[config.mk]
export PLATFORM = sky130hd
export DESIGN_NAME = pc_stack
export DESIGN_NICKNAME = d
export VERILOG_FILES = /design/src/rtl/pc_stack.sv
export SDC_FILE = /design/constraint.sdc
export NUM_CORES = 1
export LEC_CHECK = 0
export CORE_MARGIN = 2
export CORE_UTILIZATION = 33
export CTS_CLUSTER_DIAMETER = 80
export DETAILED_ROUTE_END_ITERATION = 8
export SKIP_CTS_REPAIR_TIMING = 1
export SYNTH_ARGS = -nofsm -noshare
export SYNTH_HDL_FRONTEND = slang
export SYNTH_SLANG_ARGS = --single-unit
[constraint.sdc]
create_clock -name clk -period 5.85 [get_ports clk]
set_input_delay 0.585 -clock clk [delete_from_list [all_inputs] [get_ports clk]]
set_output_delay 0.585 -clock clk [all_outputs]
set_load 0.05 [all_outputs]
[src/rtl/pc_stack.sv]
// Fetch-stage program counter with signed relative branch and a hardware
// return-address stack for call/return, with sticky overflow/underflow flags.
module pc_stack #(
  parameter  int WIDTH     = 20,
  parameter  int STEP      = 1,
  parameter  int DEPTH     = 4,
  parameter  int RESET_VEC = 0,
  localparam int SPW       = $clog2(DEPTH + 1)
) (
  input  logic             clk,
  input  logic             rst,
  input  logic             inc,
  input  logic             write_en,
  input  logic [WIDTH-1:0] write_data,
  input  logic             branch_en,
  input  logic [WIDTH-1:0] branch_off,
  input  logic             call,
  input  logic             ret,
  input  logic             clr_err,
  output logic [WIDTH-1:0] ctr,
  output logic [SPW-1:0]   sp,
  output logic             stk_empty,
  output logic             stk_full,
  output logic             ovf,
  output logic             udf
);

  localparam int               AW      = (DEPTH > 1) ? $clog2(DEPTH) : 1;
  localparam logic [WIDTH-1:0] STEP_W  = WIDTH'(STEP);
  localparam logic [WIDTH-1:0] RST_W   = WIDTH'(RESET_VEC);
  localparam logic [SPW-1:0]   SP_FULL = SPW'(DEPTH);

  logic [WIDTH-1:0] stack [DEPTH];
  logic [WIDTH-1:0] ctr_nx;
  logic [SPW-1:0]   sp_nx;
  logic             push, ovf_set, udf_set;

  // Single action per cycle: ret > call > write_en > branch_en > inc.
  always_comb begin
    ctr_nx  = ctr;
    sp_nx   = sp;
    push    = 1'b0;
    ovf_set = 1'b0;
    udf_set = 1'b0;
    if (ret) begin
      if (sp != '0) begin
        ctr_nx = stack[AW'(sp - SPW'(1))];
        sp_nx  = sp - SPW'(1);
      end else begin
        udf_set = 1'b1;
      end
    end else if (call) begin
      if (sp != SP_FULL) begin
        push   = 1'b1;
        ctr_nx = write_data;
        sp_nx  = sp + SPW'(1);
      end else begin
        ovf_set = 1'b1;
      end
    end else if (write_en) begin
      ctr_nx = write_data;
    end else if (branch_en) begin
      ctr_nx = ctr + branch_off;
    end else if (inc) begin
      ctr_nx = ctr + STEP_W;
    end
  end

  always_ff @(posedge clk or negedge rst) begin
    if (!rst) begin
      ctr       <= RST_W;
      sp        <= '0;
      stk_empty <= 1'b1;
      stk_full  <= 1'b0;
      ovf       <= 1'b0;
      udf       <= 1'b0;
    end else begin
      ctr       <= ctr_nx;
      sp        <= sp_nx;
      stk_empty <= (sp_nx == '0);
      stk_full  <= (sp_nx == SP_FULL);
      // A fresh error in the clearing cycle takes precedence over the clear.
      ovf       <= ovf_set | (ovf & ~clr_err);
      udf       <= udf_set | (udf & ~clr_err);
    end
  end

  // Stack storage needs no reset: entries above sp are never read.
  always_ff @(posedge clk) begin
    if (push) stack[AW'(sp)] <= ctr + STEP_W;
  end

endmodule

* After elaboration in Yosys (flattened, before gate mapping)
Memories as Yosys holds them, arrays and structs flattened.
Index checks and enable logic that the tools add are counted.
** Cells by class
- Reduce and logical (&&, ||, !) cells :: 4
- Mux-type cells :: 21
- Equal/unequal tests :: 4
- Add/subtract/negate cells :: 4
- Bitwise gates (word level) :: 5
** Operator list (count)
- $mux 20 :: 7
- $add 20x1->20 const B :: 1
- $add 20x20->20 :: 1
- $mux 3 :: 4
- $mux 1 :: 10
- $reduce_bool 5->1 :: 1
- $add 3x1->3 const B :: 1
- $eq 3x3->1 const B :: 1
- $logic_not 3->1 :: 1
- $ne 3x1->1 const B :: 1
- $ne 3x3->1 const B :: 1
- $reduce_and 3->1 :: 1
- $reduce_bool 3->1 :: 1
- $sub 3x1->3 const B :: 1
- $and 1x1->1 :: 2
- $ne 2x1->1 const B :: 1
- $or 1x1->1 :: 2
- $not 1->1 :: 1
** Word-level totals
- Word-level logic and storage cells :: 45
- Flip-flop bits (word level) :: 27
- Output and inout bits :: 27
- Input port bits :: 48
- Memories :: 1
- Bits in writable memories :: 80
** Memories
- stack :: words 4, width 20, read ports 1, clocked after memory_dff 0, wr ports 1, RTL line 33 : logic [WIDTH-1:0] stack [DEPTH];

* Longest topological paths before layout
- Depth after elaboration :: 6
- Gate-level depth with buffers :: 11

* Worst setup path before layout
No wires, ideal clock.
- Kind :: register to register
- Start point :: register sp[0]
- End point :: register stk_full
- Setup slack :: 2.497 ns
- Setup time :: 0.088 ns
- Path buffers :: 2
- Cell stages (with the launch flop) :: 10
- Clock period less this slack :: 3.353 ns
- Arrival time :: 3.264 ns
- Cells stage by stage :: dfrtp_1 buf_4 buf_4 inv_1 ha_1 ha_1 nor3b_1 and2_1 mux2i_1 nor3b_1
** On the way
- Word-level cells in the longest chain between the ends :: 5
- Elaborated cells between the ends (all ways) :: 9
** Ends and longest elaborated chain
- start, declared :: RTL line 21 : output logic [SPW-1:0] sp,
- start signal, assigned :: RTL line 79 : sp <= sp_nx;
- $add 3x1->3 / $ne 3x3->1 (equally long branches) :: RTL line 56, 53
- $mux 3 :: RTL line 53 : if (sp != SP_FULL) begin
- $mux 3 :: RTL line 52 : end else if (call) begin
- $mux 3 * :: RTL line 45 : if (ret) begin
- net sp_nx[2] :: RTL line 35 : logic [SPW-1:0] sp_nx;
- $eq 3x3->1 * :: RTL line 81 : stk_full <= (sp_nx == SP_FULL);
- end signal, assigned :: RTL line 81
- end, declared :: RTL line 23 : output logic stk_full,
The timed path passes the listed nets; every way through them passes the cells marked *.
A chain may end at the register's enable or synchronous reset.

* Worst setup path after layout
- Start point :: input port ret
- End point :: register stk_full
** On the way
- Word-level cells in the longest chain between the ends :: 2
** Ends and longest elaborated chain
- start, declared :: RTL line 18 : input logic ret,
- $mux 3 :: RTL line 45
- net sp_nx[2] :: RTL line 35
- $eq 3x3->1 :: RTL line 81
The timed path passes the listed nets, and every way through them passes these cells.

==> reports/summary.txt <==
drt via density: 5.56
DP Worst Slack: 2030 ps
crit path to: stk_full
total wire length: 16.4 mm
ant diodes: 0
Most Crowded Layer GR: met1
Power Total: 0.00395 W
Worst-Margin Slew: 1120 ps
Antenna Nets Post-Route: 0
ys flop type: edfxtp_1
WS Path Type: primary input to flop
RSZ-0062 raised after global routing: no
Syn-to-layout area delta: 20.7%
Final setup viols: 0
worst setup margin: 2430 ps
drt first-iter violations: 466
Chip Height: 139 um
die area: 0.0192 mm2
CTS tree: done
Worst Skew: 12.1 ps
H-Tree Depth: 3
first-pass GRT wire length: 25.7 mm
Max VDD drop: 221 uV
hpwl dp: 12.0 mm
Max Cap Viol: 0
effective utilization at floorplan: 0.334
met3 Use GR: 0.0235
worst r2r path cells: 7
number of flops mapped to enable cells by yosys: 80
R2R setup slack: 2870 ps
Synth cell types: 67
Syn Area/Cell: 11.9 um2
Clock Pin Slew Worst Setup and Hold Paths: 70 ps
most frequent cells in the layout: edfxtp_1 (80), clkdlybuf4s50_1 (74), nor2_1 (40), a21oi_1 (40), nand2_1 (36)
Total Routing Usage GR: 0.172
die extent in x: 139 um
Achievable Freq: 0.293 GHz
CP required: 6110 ps
vias: 4504
Worst-Skew Late Latency: 350 ps
Area contributors post-synth: edfxtp_1 (40%), dfrtp_1 (11%), mux4_2 (7.5%)
CTS buffer count: 9
Leak: 2.53 nW
global-route met1 utilization: 0.261
Final Cycle Share: 0.584
initial antenna violation count: 0
reg2reg start: sp[1]
synthesized cell area: 0.00599 mm2
total gr overflow: 0
Final Hold Vio Count: 0
DRC errors left: 0
met2 global-route usage: 0.256
Worst setup EP type: flop
outcome: complete, no violations
number of global-route vias before repair: 4416
share of the synthesized area in the top cell type: 0.401
post-synthesis register bit count: 107
largest net degree at the start of global routing: 28
Core ar.: 0.0179 mm2
Clock Tree Root: clkbuf_16
min cycle time layout: 3420 ps
cell count after synthesis: 505
CP max FO: 24
r2r endpoint: stk_full
commonest non-fill, non-tap cell in the layout: edfxtp_1
gp weighted congestion: 0.918
leading area contributor after synthesis: edfxtp_1
Ys Warns: 0
fin. max-slew vios: 0
I/O pin cnt: 75
max_slew headroom: 0.254
Post-Syn Nets: 581
CP Launch Point: ret
Port Buffers: 74
DRT Pass-1 Iters: 5
clock sink count: 107
Critical Path Start Type: primary input
clock buffer depth: 2
sequential area share after synthesis: 0.514
pwr dens: 547 mW/mm2
std cell rows: 49
Worst Hold Class: flop to flop
Routed WL per cell: 20.3 um
fraction of layout instances using a drive strength above 1: 0.0947
TNS Setup: 0 ps
Layout Nets: 652
Async S/R FF share, synth: 0.252
CP arrival: 3670 ps
[worst min-delay path by stage]
| stage | start | end | slack (ps) | depth (start not counted) |
|---|---|---|---|---|
| global placement | udf | udf | 540 | 1 |
| CTS | ovf | ovf | 570 | 1 |
| finish | ovf | ovf | 560 | 1 |
| detailed placement | udf | udf | 540 | 1 |
| floorplan | rst | ctr[0] | 290 | 0 |
| global route | ovf | ovf | 590 | 1 |
[layout make-up]
cell class	count	area [um2]
clock inverter	6	42.5
timing repair buffer	78	771
clock buffer	10	229
sequential	107	3080
tap	229	287
fill	1686	10700
inverter	18	67.6
multi-input combinational	362	2750
[where the power goes]
part           total, W  leakage (nW)  internal (W)  switching, W
sequential      0.00130          1.05       0.00109      0.000205
clock          0.000555         0.128      0.000289      0.000267
combinational   0.00210          1.35      0.000799       0.00130
[worst max-delay path, stage by stage]
cell,delay [ps]
clkdlybuf4s50_1,990
nor3b_1,600
and2_1,910
mux2i_1,370
nor3b_1,210
[state kept, by name (all words and copies together) (netlist names)]
register,flops
ctr,20
ovf,1
sp,3
stack,80
stk_empty,1
stk_full,1
udf,1
[stage by stage]
stage,hold slack [ps],utilization,cell area (um2),std cells
2_1_floorplan,289,-,5990,505
3_3_place_gp,538,0.388,6950,794
3_5_place_dp,538,0.388,6950,794
4_1_cts,566,0.403,7220,810
5_1_grt,594,0.403,7220,810
6_report,556,0.403,7220,810
[synthesized netlist by cell type (all sizes together), types with 3 or more instances]
library cell and count:
nor2 42, and2 7, mux4 20, o21a 4, a221oi 6, and3 4, mux2i 4, nand4b 3
buf 10, nor4 3, nor3b 3, o21ai 29, nand4 7, a32o 3, a21oi 40, edfxtp 80
nand2 37, nand2b 3, xnor2 19, ha 27, a211oi 18, nor3 11, clkbuf 8, o211ai 7
a31oi 4, xor2 10, inv 18, dfrtp 26, nand3 16
[cells by family (layout without fill, tap and decap cells)]
logic type | Yosys count | after routing | share of synthesized area
and+or+nand+nor | 145 | 145 | 0.123
AOI/OAI and AO/OA | 136 | 136 | 0.151
DFF | 107 | 107 | 0.514
buffers and inverters | 36 | 112 | 0.0268
xor gates and xnor gates | 29 | 29 | 0.0437
adders and majority gates | 28 | 28 | 0.0598
muxes | 24 | 24 | 0.0819
[per-layer routing]
metal	up-vias	wire length (um)
met5	-	0
met4	0	255
met3	16	1000
met2	175	7340
met1	2222	7840
li1	2091	-
Power figures use the tool's default switching activity.
